===== config.mk =====
export PLATFORM = sky130hd
export DESIGN_NAME = pe_operand_feeder
export DESIGN_NICKNAME = d
export VERILOG_FILES = /design/src/rtl/pe_operand_feeder.sv
export SDC_FILE = /design/constraint.sdc
export NUM_CORES = 1
export LEC_CHECK = 0
export BUFFER_PORTS_ARGS = -buffer_cell sky130_fd_sc_hd__buf_2
export CORE_MARGIN = 4
export CORE_UTILIZATION = 56
export DETAILED_ROUTE_END_ITERATION = 16
export HOLD_SLACK_MARGIN = 0.12
export PLACE_DENSITY = 0.83
export SYNTH_ARGS = -nofsm -noshare
export SYNTH_HDL_FRONTEND = slang
export SYNTH_SLANG_ARGS = --single-unit
export TNS_END_PERCENT = 1

===== constraint.sdc =====
create_clock -name clk -period 4.3 [get_ports clk]
set_input_delay 0.43 -clock clk [delete_from_list [all_inputs] [get_ports clk]]
set_output_delay 0.43 -clock clk [all_outputs]
set_load 0.005 [all_outputs]

===== src/rtl/pe_operand_feeder.sv =====
// Operand feeder for one FP16 MAC processing element: FIFO-buffered (a,b) pairs, K-term dot-product sequencing.
// Optional build macro FEEDER_ZERO_SKIP_EN suppresses pe_en for pairs holding a +/-0 operand.
module pe_operand_feeder #(
  parameter int DATA_W       = 16,
  parameter int DEPTH        = 4,
  parameter int LEN_W        = 8,
  parameter int DRAIN_CYCLES = 3
) (
  input  logic              clk,
  input  logic              reset,
  input  logic              start,
  input  logic [LEN_W-1:0]  len,
  input  logic              in_valid,
  output logic              in_ready,
  input  logic [DATA_W-1:0] in_a,
  input  logic [DATA_W-1:0] in_b,
  output logic              pe_clr,
  output logic              pe_en,
  output logic [DATA_W-1:0] pe_a,
  output logic [DATA_W-1:0] pe_b,
  input  logic [DATA_W-1:0] pe_p,
  output logic              out_valid,
  input  logic              out_ready,
  output logic [DATA_W-1:0] out_data,
  output logic              busy,
  output logic              done
);

  localparam int AW  = $clog2(DEPTH);
  localparam int DCW = $clog2(DRAIN_CYCLES + 1);
  localparam logic [AW:0]    LP_FULL  = (AW + 1)'(DEPTH);
  localparam logic [DCW-1:0] LP_DRAIN = DCW'(DRAIN_CYCLES);

  typedef enum logic [2:0] {S_IDLE, S_CLEAR, S_STREAM, S_DRAIN, S_HOLD} state_t;

  state_t r_state, w_state_nxt;

  logic [DATA_W-1:0] r_mem_a [DEPTH];
  logic [DATA_W-1:0] r_mem_b [DEPTH];
  logic [AW:0]       r_wr_ptr, r_rd_ptr;
  logic              r_in_ready;
  logic [LEN_W-1:0]  r_rem;
  logic [DCW-1:0]    r_drain;
  logic              r_pe_clr_p1, r_pe_en_p1;
  logic [DATA_W-1:0] r_pe_a_p1, r_pe_b_p1;
  logic              r_out_valid;
  logic [DATA_W-1:0] r_out_data;

  logic [AW:0]       w_count, w_count_nxt;
  logic              w_empty, w_push, w_pop, w_issue, w_head_zero;
  logic [DATA_W-1:0] w_head_a, w_head_b;

`ifdef FEEDER_ZERO_SKIP_EN
  function automatic logic is_signed_zero(input logic [DATA_W-1:0] v);
    return v[DATA_W-2:0] == '0;
  endfunction
  assign w_head_zero = is_signed_zero(w_head_a) || is_signed_zero(w_head_b);
`else
  assign w_head_zero = 1'b0;
`endif

  assign w_count     = r_wr_ptr - r_rd_ptr;
  assign w_empty     = (w_count == '0);
  assign w_push      = in_valid && r_in_ready;
  // STREAM is left on the last pop, so rem is never 0 while popping here.
  assign w_pop       = (r_state == S_STREAM) && !w_empty;
  assign w_issue     = w_pop && !w_head_zero;
  assign w_count_nxt = w_count + {{AW{1'b0}}, w_push} - {{AW{1'b0}}, w_pop};
  assign w_head_a    = r_mem_a[r_rd_ptr[AW-1:0]];
  assign w_head_b    = r_mem_b[r_rd_ptr[AW-1:0]];

  always_ff @(posedge clk) begin
    if (reset) r_state <= S_IDLE;
    else       r_state <= w_state_nxt;
  end

  always_comb begin
    w_state_nxt = r_state;
    case (r_state)
      S_IDLE:   if (start) w_state_nxt = S_CLEAR;
      S_CLEAR:  w_state_nxt = (r_rem != '0) ? S_STREAM : S_HOLD;
      S_STREAM: if (w_pop && r_rem == LEN_W'(1)) w_state_nxt = S_DRAIN;
      S_DRAIN:  if (r_drain == DCW'(1)) w_state_nxt = S_HOLD;
      S_HOLD:   if (out_ready) w_state_nxt = S_IDLE;
      default:  w_state_nxt = S_IDLE;
    endcase
  end

  always_ff @(posedge clk) begin
    if (w_push) begin
      r_mem_a[r_wr_ptr[AW-1:0]] <= in_a;
      r_mem_b[r_wr_ptr[AW-1:0]] <= in_b;
    end
  end

  // p0 -> p1: FIFO head registered onto the PE operand ports
  always_ff @(posedge clk) begin
    if (reset) begin
      r_wr_ptr    <= '0;
      r_rd_ptr    <= '0;
      r_in_ready  <= 1'b0;
      r_rem       <= '0;
      r_drain     <= '0;
      r_pe_clr_p1 <= 1'b0;
      r_pe_en_p1  <= 1'b0;
      r_pe_a_p1   <= '0;
      r_pe_b_p1   <= '0;
      r_out_valid <= 1'b0;
      r_out_data  <= '0;
    end else begin
      if (w_push) r_wr_ptr <= r_wr_ptr + 1'b1;
      if (w_pop)  r_rd_ptr <= r_rd_ptr + 1'b1;
      r_in_ready  <= (w_count_nxt != LP_FULL);
      r_pe_clr_p1 <= (r_state == S_IDLE) && start;
      r_pe_en_p1  <= w_issue;
      if (w_issue) begin
        r_pe_a_p1 <= w_head_a;
        r_pe_b_p1 <= w_head_b;
      end
      if (r_state == S_IDLE && start) r_rem <= len;
      if (w_pop) begin
        r_rem <= r_rem - LEN_W'(1);
        if (r_rem == LEN_W'(1)) r_drain <= LP_DRAIN;
      end
      if (r_state == S_DRAIN) r_drain <= r_drain - DCW'(1);
      // p1 -> result: capture P once the PE pipeline has flushed
      if (r_state == S_CLEAR && r_rem == '0) begin
        r_out_data  <= '0;
        r_out_valid <= 1'b1;
      end else if (r_state == S_DRAIN && r_drain == DCW'(1)) begin
        r_out_data  <= pe_p;
        r_out_valid <= 1'b1;
      end else if (r_state == S_HOLD && out_ready) begin
        r_out_valid <= 1'b0;
      end
    end
  end

  assign in_ready  = r_in_ready;
  assign pe_clr    = r_pe_clr_p1;
  assign pe_en     = r_pe_en_p1;
  assign pe_a      = r_pe_a_p1;
  assign pe_b      = r_pe_b_p1;
  assign out_valid = r_out_valid;
  assign out_data  = r_out_data;
  assign busy      = (r_state != S_IDLE);
  assign done      = r_out_valid && out_ready;

endmodule

Word-level counts from Yosys, hierarchy flattened:

Memory sizes are Yosys's and may differ from the RTL's. A register that Yosys moved wholly into a read port is not among the register bits.
Cells that the tools add are included.

* add/sub/neg operators: 7
* equal/unequal tests: 11
* muxes and demuxes: 16
* reduce and logical (&&, ||, !) cells: 21

Operators by type and width (number)
* $mux W8: 2
* $mux W3: 5
* $pmux W3 S5: 1
* $eq A8 B1 Y1 const B: 1
* $logic_and A1 B1 Y1: 8
* $logic_not A8 Y1: 1
* $reduce_bool A8 Y1: 1
* $sub A8 B1 Y8 const B: 1
* $add A3 B1 Y3 const B: 2
* $eq A3 B2 Y1 const B: 2
* $logic_not A3 Y1: 2
* $mux W2: 3
* $ne A2 B2 Y1 const B: 3
* $reduce_bool A2 Y1: 3
* $reduce_bool A3 Y1: 2
* $mux W1: 5
* $reduce_and A4 Y1: 1
* $add A3 B1 Y3: 1
* $eq A3 B1 Y1 const B: 1
* $eq A3 B3 Y1 const B: 1
* $ne A3 B3 Y1 const B: 1
* $sub A3 B1 Y3: 1
* $sub A3 B3 Y3: 1
* $eq A2 B1 Y1 const B: 1
* 5 further kinds: 5

* register bits: 39
* RAM bits: 128
* output and inout port bits: 54
* memories kept: 2

Memories
* r_mem_a: depth 4, width 16, read ports 1, clocked after memory_dff 1, wr ports 1, line 38 `logic [DATA_W-1:0] r_mem_a [DEPTH];`
* r_mem_b: depth 4, width 16, read ports 1, clocked after memory_dff 1, wr ports 1, line 39 `logic [DATA_W-1:0] r_mem_b [DEPTH];`

Logic depth before layout (Yosys ltp):

* depth in word-level cells: 7
* mapped depth: 14

Worst setup path after synthesis:

Ideal clock, no wire load.

* path kind: register -> register
* start: reg r_wr_ptr[0]
* end: reg r_in_ready, in the netlist in_ready
* library setup time: 132 ps
* data arrival time: 2952 ps
* path slack: 1216 ps
* stages on the path, launching flop included: 15
* path buffers: 1
* period minus slack after synthesis: 3084 ps
* cell sequence: dfxtp_1 > inv_1 > ha_1 > fa_1 > nand2_1 > o21ai_2 > inv_2 > buf_2 > ha_1 > inv_1 > ha_1 > fa_1 > xnor2_1 > xnor2_1 > a21oi_1

* word-level cells in the longest chain between the ends: 6
* elaborated cells between the ends (all ways): 7
* those cells by class: 3 x add/sub; 1 x eq/ne; 3 x reduce/logical

Ends and longest elaborated chain
* from (decl): line 40 `logic [AW:0] r_wr_ptr, r_rd_ptr;`
* from (signal assigned): line 111 `if (w_push) r_wr_ptr <= r_wr_ptr + 1'b1;`
* $sub A3 B3 Y3: line 62 `assign w_count = r_wr_ptr - r_rd_ptr;`
* $logic_not A3 Y1: line 63 `assign w_empty = (w_count == '0);`
* $logic_not A1 Y1: line 66 `assign w_pop = (r_state == S_STREAM) && !w_empty;`
* $logic_and A1 B1 Y1: line 66
* net w_issue: line 50 `logic w_empty, w_push, w_pop, w_issue, w_head_zero;`
* $sub A3 B1 Y3: line 68 `assign w_count_nxt = w_count + {{AW{1'b0}}, w_push} - {{AW{1'b0}}, w_pop};`
* $ne A3 B3 Y1: line 113 `r_in_ready <= (w_count_nxt != LP_FULL);`
* to (signal assigned): line 113
* to (decl): line 41 `logic r_in_ready;`

The timed path passes the listed nets, and every way through them passes these cells.
A chain may end at the register's enable or synchronous reset.

Final worst setup path:

* start: reg r_wr_ptr[0]
* end: reg r_in_ready, in the netlist in_ready

* word-level cells in the longest chain between the ends: 6
* elaborated cells between the ends (all ways): 7
* those cells by class: 3 x add/sub; 1 x eq/ne; 3 x reduce/logical

Ends and longest elaborated chain (line)
* $sub A3 B3 Y3 *: 62
* branches (longest 3 deep; another with $add A3 B1 Y3)
* $sub A3 B1 Y3 *: 68
* $ne A3 B3 Y1 *: 113

Every way passes the cells marked *.

==> impl_metrics.py <==
metrics = {
    "worst_hold_path": {
        "min_to": "r_mem_a[0][9]",
        "hold_path_depth": 1,
        "hp-class": "in2reg",
        "hp-start": "in_a[9]",
    },
    "layout": {
        "fill_cells": 937,
        "diodes": 0,
        "regArea_um2": 5270,
        "fin_area_um2": 8900,
        "fin_nets": 709,
        "area_delta_synth_final_pct": 17.0,
        "drive_gt1_share_pct": 29.9,
        "post-route-util_pct": 66.9,
        "multi_input_area_um2": 2150,
    },
    "setup_path": {
        "crit_fanout": 5,
        "crit_path_frequent_cell": "ha_1",
        "slowest_stage": "fa_1",
        "r2r-start": "r_wr_ptr[0]",
        "crit_arrival_ns": 3.45,
        "crit_chain": "inv_1 > ha_1 > fa_1 > nand2_1 > o21ai_4 > inv_2 > ha_1 > inv_1 > ha_1 > fa_1 > xnor2_1 > xnor2_1 > a21oi_1",
        "crit_required_ns": 4.56,
        "r2r_cells": 13,
        "regToRegSetupSlack_ns": 1.10,
        "cp-start-kind": "flip-flop",
        "end_kind": "flip-flop",
        "r2r-end": "in_ready",
        "crit_type": "reg2reg",
        "cpPeakStageDelay_ns": 0.57,
    },
    "timing": {
        "min_period_ns": 3.20,
        "relSlewSlack_pct": 26.8,
        "max_freq_mhz": 313,
        "hold_viol": 0,
        "fin_skew_ns": 0.00977,
        "tns_ns": 0,
        "layout_setup_ws_ns": 1.10,
        "min_period_over_period_pct": 74.3,
        "rsz0062_at_grt": "no",
        "slew_violations": 0,
        "tightest_slew_ns": 1.10,
        "setup_violations": 0,
        "fin_hold_ws_ns": 0.214,
    },
    "synth": {
        "ys.warnings.count": 0,
        "async_flop_share_pct": 0,
        "synthSimpleGateAreaFrac_pct": 8.36,
        "synth.distinct_cells": 46,
        "yosys.area_share.adder_pct": 2.34,
        "yosysTopAreaCell": "edfxtp_1",
        "synth_seq_area_share_pct": 69.2,
        "ys_seq_elements": 199,
        "synth.area.top_cells": "edfxtp_1, dfxtp_1, mux4_2, nand2_1, a21oi_1",
        "synth_top_family_by_area": "multiplexers",
        "synth_compound_area_share_pct": 6.98,
        "synth_cells": 528,
        "synthXorXnorAreaFrac_pct": 0.905,
        "synth_mux_area_share_pct": 9.48,
        "synth_edf_count": 128,
        "syn_avg_cell_area_um2": 14.4,
        "synth_top_cell_area_share_pct": 50.6,
        "synth_area_um2": 7600,
        "synth_ff_type": "edfxtp_1",
        "syn-num-nets": 602,
    },
    "clock_network": {
        "cts.sinks": 199,
        "clk-insertion-delay-late_ns": 0.42,
        "cts_setup_buffers": 0,
        "cts_tree": "yes",
        "hold_buffers": 0,
        "cts_max_level": 4,
        "cts_buffer_depth": 2,
        "cts_root_buf": "clkbuf_16",
        "cts_buffers": 17,
        "cts_resized": 0,
        "path_clk_slew_ns": 0.07,
    },
    "global_routing": {
        "grt_pass1_vias": 4874,
        "grt_use_met2_pct": 35.5,
        "antenna_found_initial": 1,
        "grt.total_usage_pct": 20.3,
        "grt_max_degree": 57,
        "grt_pass1_wl_mm": 24.6,
        "met1_usage_pct": 23.9,
        "busiest_layer": "met2",
        "overflow": 0,
        "use_met3_pct": 5.45,
    },
    "floorplan": {
        "start_util_pct": 57.2,
        "die_w_um": 125,
        "num_io_pins": 115,
        "rows": 42,
        "die_y_um": 125,
        "core_um2": 13300,
        "dieArea_um2": 15500,
    },
    "placement": {
        "gp_congestion": 0.858,
        "placement.io_buffers": 114,
        "post-dp-hpwl_mm": 9.29,
        "preCtsSetupSlack_ns": 1.12,
        "placed_cell_area_um2": 8290,
    },
    "pwr": {
        "ir_drop_mv": 0.311,
        "p_leak_uw": 0.00318,
        "p_per_area_nw_per_um2": 486,
    },
    "route": {
        "first_pass_iters": 5,
        "wl_per_cell_um": 18.3,
        "drt_iter0_drc": 314,
        "avgViaCountPerCell": 5.61,
        "ant_nets": 0,
        "wl_mm": 15.1,
        "vias": 4626,
        "drc_errors": 0,
    },
    "run": {
        "maxCapViolCount": 0,
    },
    "status": {
        "status": "completed",
    },
}
routing by layer:
layer	up-vias	routed length, um
li1	2164	-
met1	2285	6050
met2	152	7930
met3	23	868
met4	2	214
met5	-	12
kinds of logic after synthesis:
kind of cell / Yosys count
xor gates and xnor gates: 6
buffers and inverters: 44
adders and majority gates: 13
AOI/OAI and AO/OA: 90
and+or+nand+nor: 144
DFF: 199
muxes: 32
cell usage in the layout (no fill, tap or decap), types with 3 or more instances in the layout:
| master | synthesis | routed |
|---|---|---|
| a211oi_1 | 4 | 4 |
| a21oi_1 | 58 | 58 |
| a31oi_1 | 4 | 4 |
| and3_2 | 0 | 4 |
| buf_2 | 14 | 114 |
| buf_4 | 4 | 4 |
| bufinv_16 | 0 | 3 |
| clkbuf_1 | 11 | 3 |
| clkbuf_16 | 0 | 17 |
| dfxtp_1 | 71 | 69 |
| edfxtp_1 | 128 | 128 |
| ha_1 | 11 | 11 |
| inv_1 | 13 | 13 |
| mux4_2 | 32 | 32 |
| nand2_1 | 108 | 108 |
| nand3_1 | 3 | 3 |
| nor2_1 | 11 | 11 |
| o211ai_1 | 5 | 5 |
| o21ai_0 | 5 | 5 |
| or3_1 | 3 | 3 |
| xnor2_1 | 5 | 5 |
flip-flops by register name, indices dropped and copies added, names as in the netlist, 2 cells and up:
signal,count
pe_a,16
r_rem,8
r_wr_ptr,3
pe_b,16
r_state,3
r_rd_ptr,3
r_mem_b,64
r_drain,2
r_mem_a,64
out_data,16
Yosys cell counts (2+ instances only):
cell type,instances
edfxtp_1,128
nand2_1,108
dfxtp_1,71
a21oi_1,58
mux4_2,32
buf_2,14
inv_1,13
clkbuf_1,11
ha_1,11
nor2_1,11
o211ai_1,5
o21ai_0,5
xnor2_1,5
a211oi_1,4
a31oi_1,4
and3_1,4
buf_4,4
nand3_1,3
or3_1,3
a2bb2oi_1,2
a311oi_1,2
a32oi_1,2
and2_1,2
fa_1,2
nor3_1,2
o311ai_1,2
area by class of cell:
type	count	share of cell area (%)
clock buffers	22	5.22
clock inverters	10	1.63
inverters	14	0.591
multi-input cells	285	24.1
flip-flops and latches	199	59.2
well taps	176	2.48
repair buffers	118	6.75
worst max path at each step:
stage                     to        start  slack, ns
CTS                 in_ready  r_wr_ptr[0]       1.10
global placement    in_ready  r_wr_ptr[0]       1.32
global route        in_ready  r_wr_ptr[0]       0.93
finish              in_ready  r_wr_ptr[0]       1.10
floorplan           in_ready  r_wr_ptr[0]       1.22
detailed placement  in_ready  r_wr_ptr[0]       1.12
report_power, final:
group          total, uW  internal, uW  switching (uW)
Sequential          2210          2140            69.2
Combinational        492           207             285
Clock               1620           954             668
critical path, delay by kind of cell (launching register included):
family / cells / cell delay, ns
xor gates and xnor gates: 2 / 0.35
and+or+nand+nor: 1 / 0.19
buffers and inverters: 3 / 0.22
DFF: 1 / 0.36
adders and majority gates: 5 / 1.62
AOI/OAI and AO/OA: 2 / 0.30
per-stage QoR:
step / std cells / power, uW
global route: 824 / 4500
CTS: 824 / 4350
finish: 824 / 4320
floorplan: 528 / 2580
global placement: 792 / 2700
detailed placement: 792 / 2740
(Power assumes the default switching activity.)
